### config.mk
export PLATFORM = sky130hd
export DESIGN_NAME = mem_arbiter
export DESIGN_NICKNAME = d
export VERILOG_FILES = /design/src/rtl/mem_arbiter.sv
export SDC_FILE = /design/constraint.sdc
export NUM_CORES = 1
export LEC_CHECK = 0
export BUFFER_PORTS_ARGS = -buffer_cell sky130_fd_sc_hd__buf_2
export CAP_MARGIN = 10
export CORE_AREA = 5 5 350 352
export CTS_CLUSTER_DIAMETER = 60
export DETAILED_ROUTE_END_ITERATION = 10
export DIE_AREA = 0 0 355 357
export PLACE_DENSITY = 0.34
export SYNTH_ARGS = -nofsm -noshare
export SYNTH_HDL_FRONTEND = slang
export SYNTH_SLANG_ARGS = --single-unit
### constraint.sdc
create_clock -name clk -period 1.8 [get_ports clk]
set_input_delay 0.09 -clock clk [delete_from_list [all_inputs] [get_ports clk]]
set_output_delay 0.09 -clock clk [all_outputs]
set_load 0.05 [all_outputs]
### src/rtl/mem_arbiter.sv
// Arbitrates the single line-wide memory port between the I-cache and D-cache.
// Round-robin per transaction, plus a write-back lock that keeps a victim write and its refill adjacent.
module mem_arbiter #(
  parameter int ADDR_W  = 28,
  parameter int LINE_W  = 128,
  parameter int LOCK_WB = 1,
  parameter int CNT_W   = 16
) (
  input  logic              clk,
  input  logic              proc_reset,
  input  logic              i_mem_read,
  input  logic              i_mem_write,
  input  logic [ADDR_W-1:0] i_mem_addr,
  input  logic [LINE_W-1:0] i_mem_wdata,
  output logic [LINE_W-1:0] i_mem_rdata,
  output logic              i_mem_ready,
  input  logic              d_mem_read,
  input  logic              d_mem_write,
  input  logic [ADDR_W-1:0] d_mem_addr,
  input  logic [LINE_W-1:0] d_mem_wdata,
  output logic [LINE_W-1:0] d_mem_rdata,
  output logic              d_mem_ready,
  output logic              mem_read,
  output logic              mem_write,
  output logic [ADDR_W-1:0] mem_addr,
  output logic [LINE_W-1:0] mem_wdata,
  input  logic [LINE_W-1:0] mem_rdata,
  input  logic              mem_ready,
  output logic [CNT_W-1:0]  grant_cnt_i,
  output logic [CNT_W-1:0]  grant_cnt_d,
  output logic [1:0]        o_dbg_state
);

  // Handshake: a cache holds read/write, addr and wdata level until it sees its one-cycle
  // ready pulse; dropping the request earlier aborts the transaction.
  typedef enum logic [1:0] {IDLE = 2'd0, BUSY_I = 2'd1, BUSY_D = 2'd2} state_t;
  typedef enum logic [1:0] {LOCK_NONE = 2'd0, LOCK_I = 2'd1, LOCK_D = 2'd2} lock_t;

  state_t           r_state, w_state_nxt;
  lock_t            r_lock, w_lock_nxt;
  logic             r_last_d, w_last_d_nxt;
  logic [CNT_W-1:0] r_cnt_i, r_cnt_d;
  logic             w_req_i, w_req_d, w_done_i, w_done_d;

  assign w_req_i = i_mem_read | i_mem_write;
  assign w_req_d = d_mem_read | d_mem_write;

  always_comb begin
    w_state_nxt  = r_state;
    w_lock_nxt   = r_lock;
    w_last_d_nxt = r_last_d;
    w_done_i     = 1'b0;
    w_done_d     = 1'b0;
    case (r_state)
      IDLE: begin
        // A lock survives exactly one IDLE cycle: used by its owner or dropped.
        w_lock_nxt = LOCK_NONE;
        if (r_lock == LOCK_I && w_req_i)             w_state_nxt = BUSY_I;
        else if (r_lock == LOCK_D && w_req_d)        w_state_nxt = BUSY_D;
        else if (w_req_i && (!w_req_d || r_last_d))  w_state_nxt = BUSY_I;
        else if (w_req_d)                            w_state_nxt = BUSY_D;
        if (w_state_nxt == BUSY_I)      w_last_d_nxt = 1'b0;
        else if (w_state_nxt == BUSY_D) w_last_d_nxt = 1'b1;
      end
      BUSY_I: begin
        if (mem_ready) begin
          w_state_nxt = IDLE;
          w_done_i    = 1'b1;
          if (LOCK_WB != 0 && i_mem_write) w_lock_nxt = LOCK_I;
        end else if (!w_req_i) begin
          w_state_nxt = IDLE;
        end
      end
      BUSY_D: begin
        if (mem_ready) begin
          w_state_nxt = IDLE;
          w_done_d    = 1'b1;
          if (LOCK_WB != 0 && d_mem_write) w_lock_nxt = LOCK_D;
        end else if (!w_req_d) begin
          w_state_nxt = IDLE;
        end
      end
      default: w_state_nxt = IDLE;
    endcase
  end

  always_ff @(posedge clk or posedge proc_reset) begin
    if (proc_reset) begin
      r_state  <= IDLE;
      r_lock   <= LOCK_NONE;
      r_last_d <= 1'b1;
      r_cnt_i  <= '0;
      r_cnt_d  <= '0;
    end else begin
      r_state  <= w_state_nxt;
      r_lock   <= w_lock_nxt;
      r_last_d <= w_last_d_nxt;
      if (w_done_i && r_cnt_i != '1) r_cnt_i <= r_cnt_i + 1'b1;
      if (w_done_d && r_cnt_d != '1) r_cnt_d <= r_cnt_d + 1'b1;
    end
  end

  // Write wins when a cache asserts read and write together.
  always_comb begin
    mem_read    = 1'b0;
    mem_write   = 1'b0;
    mem_addr    = '0;
    mem_wdata   = '0;
    i_mem_ready = 1'b0;
    d_mem_ready = 1'b0;
    case (r_state)
      BUSY_I: begin
        mem_write   = i_mem_write;
        mem_read    = i_mem_read & ~i_mem_write;
        mem_addr    = i_mem_addr;
        mem_wdata   = i_mem_wdata;
        i_mem_ready = mem_ready;
      end
      BUSY_D: begin
        mem_write   = d_mem_write;
        mem_read    = d_mem_read & ~d_mem_write;
        mem_addr    = d_mem_addr;
        mem_wdata   = d_mem_wdata;
        d_mem_ready = mem_ready;
      end
      default: ;
    endcase
  end

  assign i_mem_rdata = mem_rdata;
  assign d_mem_rdata = mem_rdata;
  assign grant_cnt_i = r_cnt_i;
  assign grant_cnt_d = r_cnt_d;
  assign o_dbg_state = r_state;

endmodule

Word-level counts from Yosys, hierarchy flattened
Cells that the tools add are included.

operators by class
  $add $sub $neg = 2
  reductions and logical operators = 13
  order comparisons = 0
  equality and inequality tests = 14
  div/mod/pow operators = 0
  bitwise logic cells = 6
  multiply operators = 0
  shift operators = 0
  muxes and demuxes = 26

operators by type and width
  kind                                                  count
  case mux 128 bit (2 select lines)                     1
  case mux 28 bit (2 select lines)                      1
  adder 16 x 1 -> 16 bit (second input constant)        2
  inequality test 16 bit (second input constant)        2
  2-to-1 mux 2 bit                                      13
  case mux 2 bit (3 select lines)                       2
  inequality test 2 bit (second input constant)         4
  2-to-1 mux 1 bit                                      7
  equality test 2 x 1 -> 1 bit (second input constant)  3
  equality test 2 bit (second input constant)           3
  inequality test 3 bit (second input constant)         2
  logical AND 1 bit                                     5
  AND reduction 5 bit                                   1
  case mux 1 bit (2 select lines)                       2
  AND reduction 2 bit                                   2
  nonzero test 3 bit                                    1
  AND 1 bit                                             2
  zero test 2 bit                                       1
  NOT 1 bit                                             2
  OR 1 bit                                              2
  nonzero test 2 bit                                    1
  zero test 1 bit                                       1
  logical OR 1 bit                                      1

word-level totals
  latch bits = 0
  bits of input ports = 447
  memories = 0
  word-level logic and storage cells = 66
  register bits after elaboration = 37
  output and inout port bits = 450
  bits in writable memories = 0
  memory bits (read-only) = 0

Logic depth before layout (Yosys ltp)
  depth after elaboration = 11
  gate-level depth with buffers = 8
  mapped depth without buffers = 7

Worst setup path after synthesis
OpenSTA, ideal clock, no wires.

  path kind = register to output
  from = reg r_state[0], in the netlist o_dbg_state[0]
  to = out mem_wdata[100]
  slack = -0.758 ns
  required time = 1.710 ns
  arrival time = 2.468 ns
  path buffers = 3
  cell stages (with the launch flop) = 8
  path through = dfrtp_1 inv_1 ha_1 buf_2 clkbuf_1 clkbuf_1 a22oi_1 nor2b_1

on the way
  cells in the longest elaborated chain, start to end = 2
  elaborated cells on any way between the ends = 3
  classes of those cells = eq/ne (2); mux (1)

RTL lines
  what                                                                        RTL line  RTL
  start, declared                                                             39        state_t r_state, w_state_nxt;
  start signal, assigned                                                      95        r_state <= w_state_nxt;
  equality test 2 bit / equality test 2 x 1 -> 1 bit (equally long branches)  111       case (r_state)
  case mux 128 bit (2 select lines) *                                         111
  end, declared                                                               26        output logic [LINE_W-1:0] mem_wdata,

Mark *: on every way between the ends. The rest lies on a longest branch, timed or not.

Worst setup path after layout
  from = reg r_state[1], in the netlist o_dbg_state[1]
  to = out mem_wdata[73]

The elaborated chain is that of the path after synthesis.

==> flow_summary.toml <==
[synthesis]
synth-xor-area-share = 0.0347
synth.distinct_cells = 45
async_reset_ff_frac = 1.00
yosysTopAreaCell = "buf_4"
synth_compound_area_frac = 0.213
synth_top_area_frac = 0.305
synth_top_family_by_area = "buffers and inverters"
synth_fa_ha_area_frac = 0.0175
netlist_top_cells_area = "buf_4 (30%), a22oi_1 (19%), nor2b_1 (16%)"
synth_simple_gate_area_frac = 0.228
synth_common_cells = "buf_4 (256), nor2b_1 (158), a22oi_1 (157), dfrtp_1 (36), clkbuf_1 (33)"
synth_flop_cell = "dfrtp_1"
synthCells = 813
synth.area.mux_share = 0.0131
ys_ff_latch = 37
synth-edff-count = 0
synth_area_sq_um = 6300
yosysMostFrequentCell = "buf_4"
synth_nets = 1268
yosysSeqAreaShare = 0.147
yosys_warnings = 0
syn_area_per_cell_sq_um = 7.75

[clock_tree]
clock_latency_ps = 290
clockBufferDepth = 2
clk_pin_slew_ps = 60
cts-root-buf = "clkbuf_16"
cts_buffers = 5
cts_htree_levels = 2
clock_sinks = 37
cts_tree = "done"

[power_and_ir_drop]
p_int_mw = 13.2
peakVddDrop_uv = 799
p_total_mw = 25.8
p_leak_nw = 5.81
seqPwrFrac = 0.046
clkPwrFrac = 0.041
p_sw_mw = 12.6
power_frac_comb = 0.913
powerDensity_nw_per_um2 = 1750
switching_share = 0.489

[timing]
fin_crit_sh = 1.16
skew_ps = 7.85
worst_slew_pin_slew_ps = 535
slew_violations = 0
setup_viol = 167
min_period_ps = 2090
rsz0062_at_grt = "yes"
fmax_ghz = 0.478
hold_viol = 0
setup_ws_ps = -290
holdWs_ps = 180
relSlewSlack = 0.643

[critical_path]
setup.worst_path.start = "o_dbg_state[1]"
crit_arrival_ps = 2000
r2r-end = "grant_cnt_i[13]"
crit_required_ps = 1710
cpMostUsedCell = "buf_12"
crit_end = "mem_wdata[73]"
r2r_setup_slack_ps = -140
r2r_cells = 8
crit_path_cell_trace = "inv_4 > ha_4 > buf_12 > buf_12 > buf_4 > a22oi_2 > nor2b_4 > buf_12"
path_class = "flip-flop to output port"
start_kind = "flip-flop"
crit_path_top_delay_cell = "dfrtp_2"
crit_fanout = 9
r2r-start = "o_dbg_state[1]"
critPathMaxStageDelay_ps = 440
endpoint_kind = "output port"

[run_status]
violations = "negative setup slack"
status = "finished with violations"

[drt]
drc = 0
post_drt_wl_per_cell_microns = 20.5
drt_iter0_drc = 278
drtAntennaViolNets = 0
wl_microns = 55900
vias = 7486
routed_via_density = 2.75
first_pass_iters = 4

[finish]
area_growth_pct = 135
final_layout_size_suffix_gt1_frac = 0.872
fin_nets = 1626
final_core_util = 0.124
fin_cells = 2722
stdcell_area_sq_um = 14800

[hold_path]
hold_path.class = "input port to output port"
min-delay-start = "mem_rdata[5]"

[global_route]
globalRouteTotalUtil = 0.0780
antenna_found_initial = 11
grt_pass1_wl_microns = 69000
first_global_vias = 7769
grt_max_degree = 46
overflow = 0

[placed_design]
dp_hpwl_microns = 44200
placed_area_sq_um = 11700
dp.cells = 2638
port_buffers = 512
globalplace.congestion = 0.832

[flow_run]
maxCapViolCount = 0

[floorplan]
die_h_microns = 357
die_width_microns = 355
fp-row-count = 127
core_area_sq_um = 119000
fp.dieArea_sq_um = 127000
initial_core_util = 0.0530
io_pins = 897
[logic make-up (layout without fill, tap and decap cells)]
logic type               after synthesis  count (layout)
flip-flops                            37              37
other                                  0               2
multiplexers                           7               7
buffers and inverters                321             680
AND/OR/NAND/NOR                      231             231
XOR/XNOR                              25              25
AO/OA/AOI/OAI                        183             183
adder cells (fa/ha/maj)                9               9
[final cells by class]
cell class	instances	area (sq um)
well taps	1548	1940
multi-input cells	455	5260
repair buffers	661	6430
clock buffers	5	125
flip-flops and latches	37	942
clock inverters	3	46.3
fillers	13559	104000
inverters	11	53.8
diodes	2	5.00
[power groups by stage]
stage / logic, mW / registers, mW / clock network [mW]
after global placement: 18.1 / 1.22 / 0
final: 23.6 / 1.20 / 1.06
after detailed placement: 18.0 / 1.22 / 0
after CTS: 21.5 / 1.20 / 1.11
after global routing: 24.8 / 1.23 / 1.14
after floorplan: 12.2 / 1.59 / 0
[state kept, by name, indices dropped and copies added (netlist names)]
| name | flops |
|---|---|
| r_last_d | 1 |
| grant_cnt_i | 16 |
| grant_cnt_d | 16 |
| o_dbg_state | 2 |
| r_lock | 2 |
[metrics by stage]
stage | TNS (ps) | setup slack [ps]
final | -28100 | -290
after global routing | -42580 | -392
after CTS | -36730 | -349
after detailed placement | -73.2 | -41.5
after global placement | -62.9 | -29.6
after floorplan | -798 | -70.4
[repair_timing]
action / in CTS / in global routing
endpoints found under the hold margin: 36 / 0
resized for setup: 325 / 152
setup endpoints to repair: 161 / 185
pin swaps: 27 / 62
hold buffers: 1 / 0
setup buffers: 19 / 47
cloned: 10 / 14
[layout by cell type (no fill, tap or decap), drive strengths merged, types with 2 or more instances in the layout]
| master | synthesis | final |
|---|---|---|
| inv | 11 | 11 |
| o21ai | 7 | 7 |
| o211ai | 2 | 2 |
| nand4 | 11 | 11 |
| nor4 | 5 | 5 |
| buf | 277 | 647 |
| a21oi | 9 | 9 |
| nor3b | 2 | 2 |
| nand2 | 16 | 16 |
| ha | 8 | 8 |
| dfrtp | 36 | 36 |
| and3 | 3 | 3 |
| xnor2 | 15 | 15 |
| nand2b | 2 | 2 |
| clkbuf | 33 | 17 |
| nor2b | 158 | 158 |
| mux2 | 7 | 7 |
| and4 | 6 | 6 |
| xor2 | 10 | 10 |
| a41oi | 2 | 2 |
| nor3 | 4 | 4 |
| nand4b | 2 | 2 |
| a22oi | 157 | 157 |
| nand3 | 10 | 10 |
| diode | 0 | 2 |
| nor2 | 11 | 11 |
[critical path: cells and delay by family (launching register included)]
kind	cells	cell delay, ps
buf+inv	5	720
flops	1	440
fa+ha+maj	1	220
simple gates	1	210
compound gates	1	70
[worst min-delay path by stage]
stage                             to  slack, ps  cells after the start
global route         i_mem_rdata[66]        180                      0
floorplan            grant_cnt_d[10]        270                      1
finish                d_mem_rdata[5]        180                      0
global placement    d_mem_rdata[120]        180                      0
detailed placement  d_mem_rdata[120]        180                      0
CTS                 d_mem_rdata[120]        180                      0
[per-layer routing]
layer | global-route usage | part of all wire | up-vias
met2 | 0.119 | 0.44 | 629
met3 | 0.0537 | 0.15 | 63
li1 | - | - | 3289
met4 | 0.0160 | 0.022 | 4
met1 | 0.0904 | 0.38 | 3501
met5 | 0 | 0.00048 | -
Note: power is estimated with default switching activity, not from simulation.
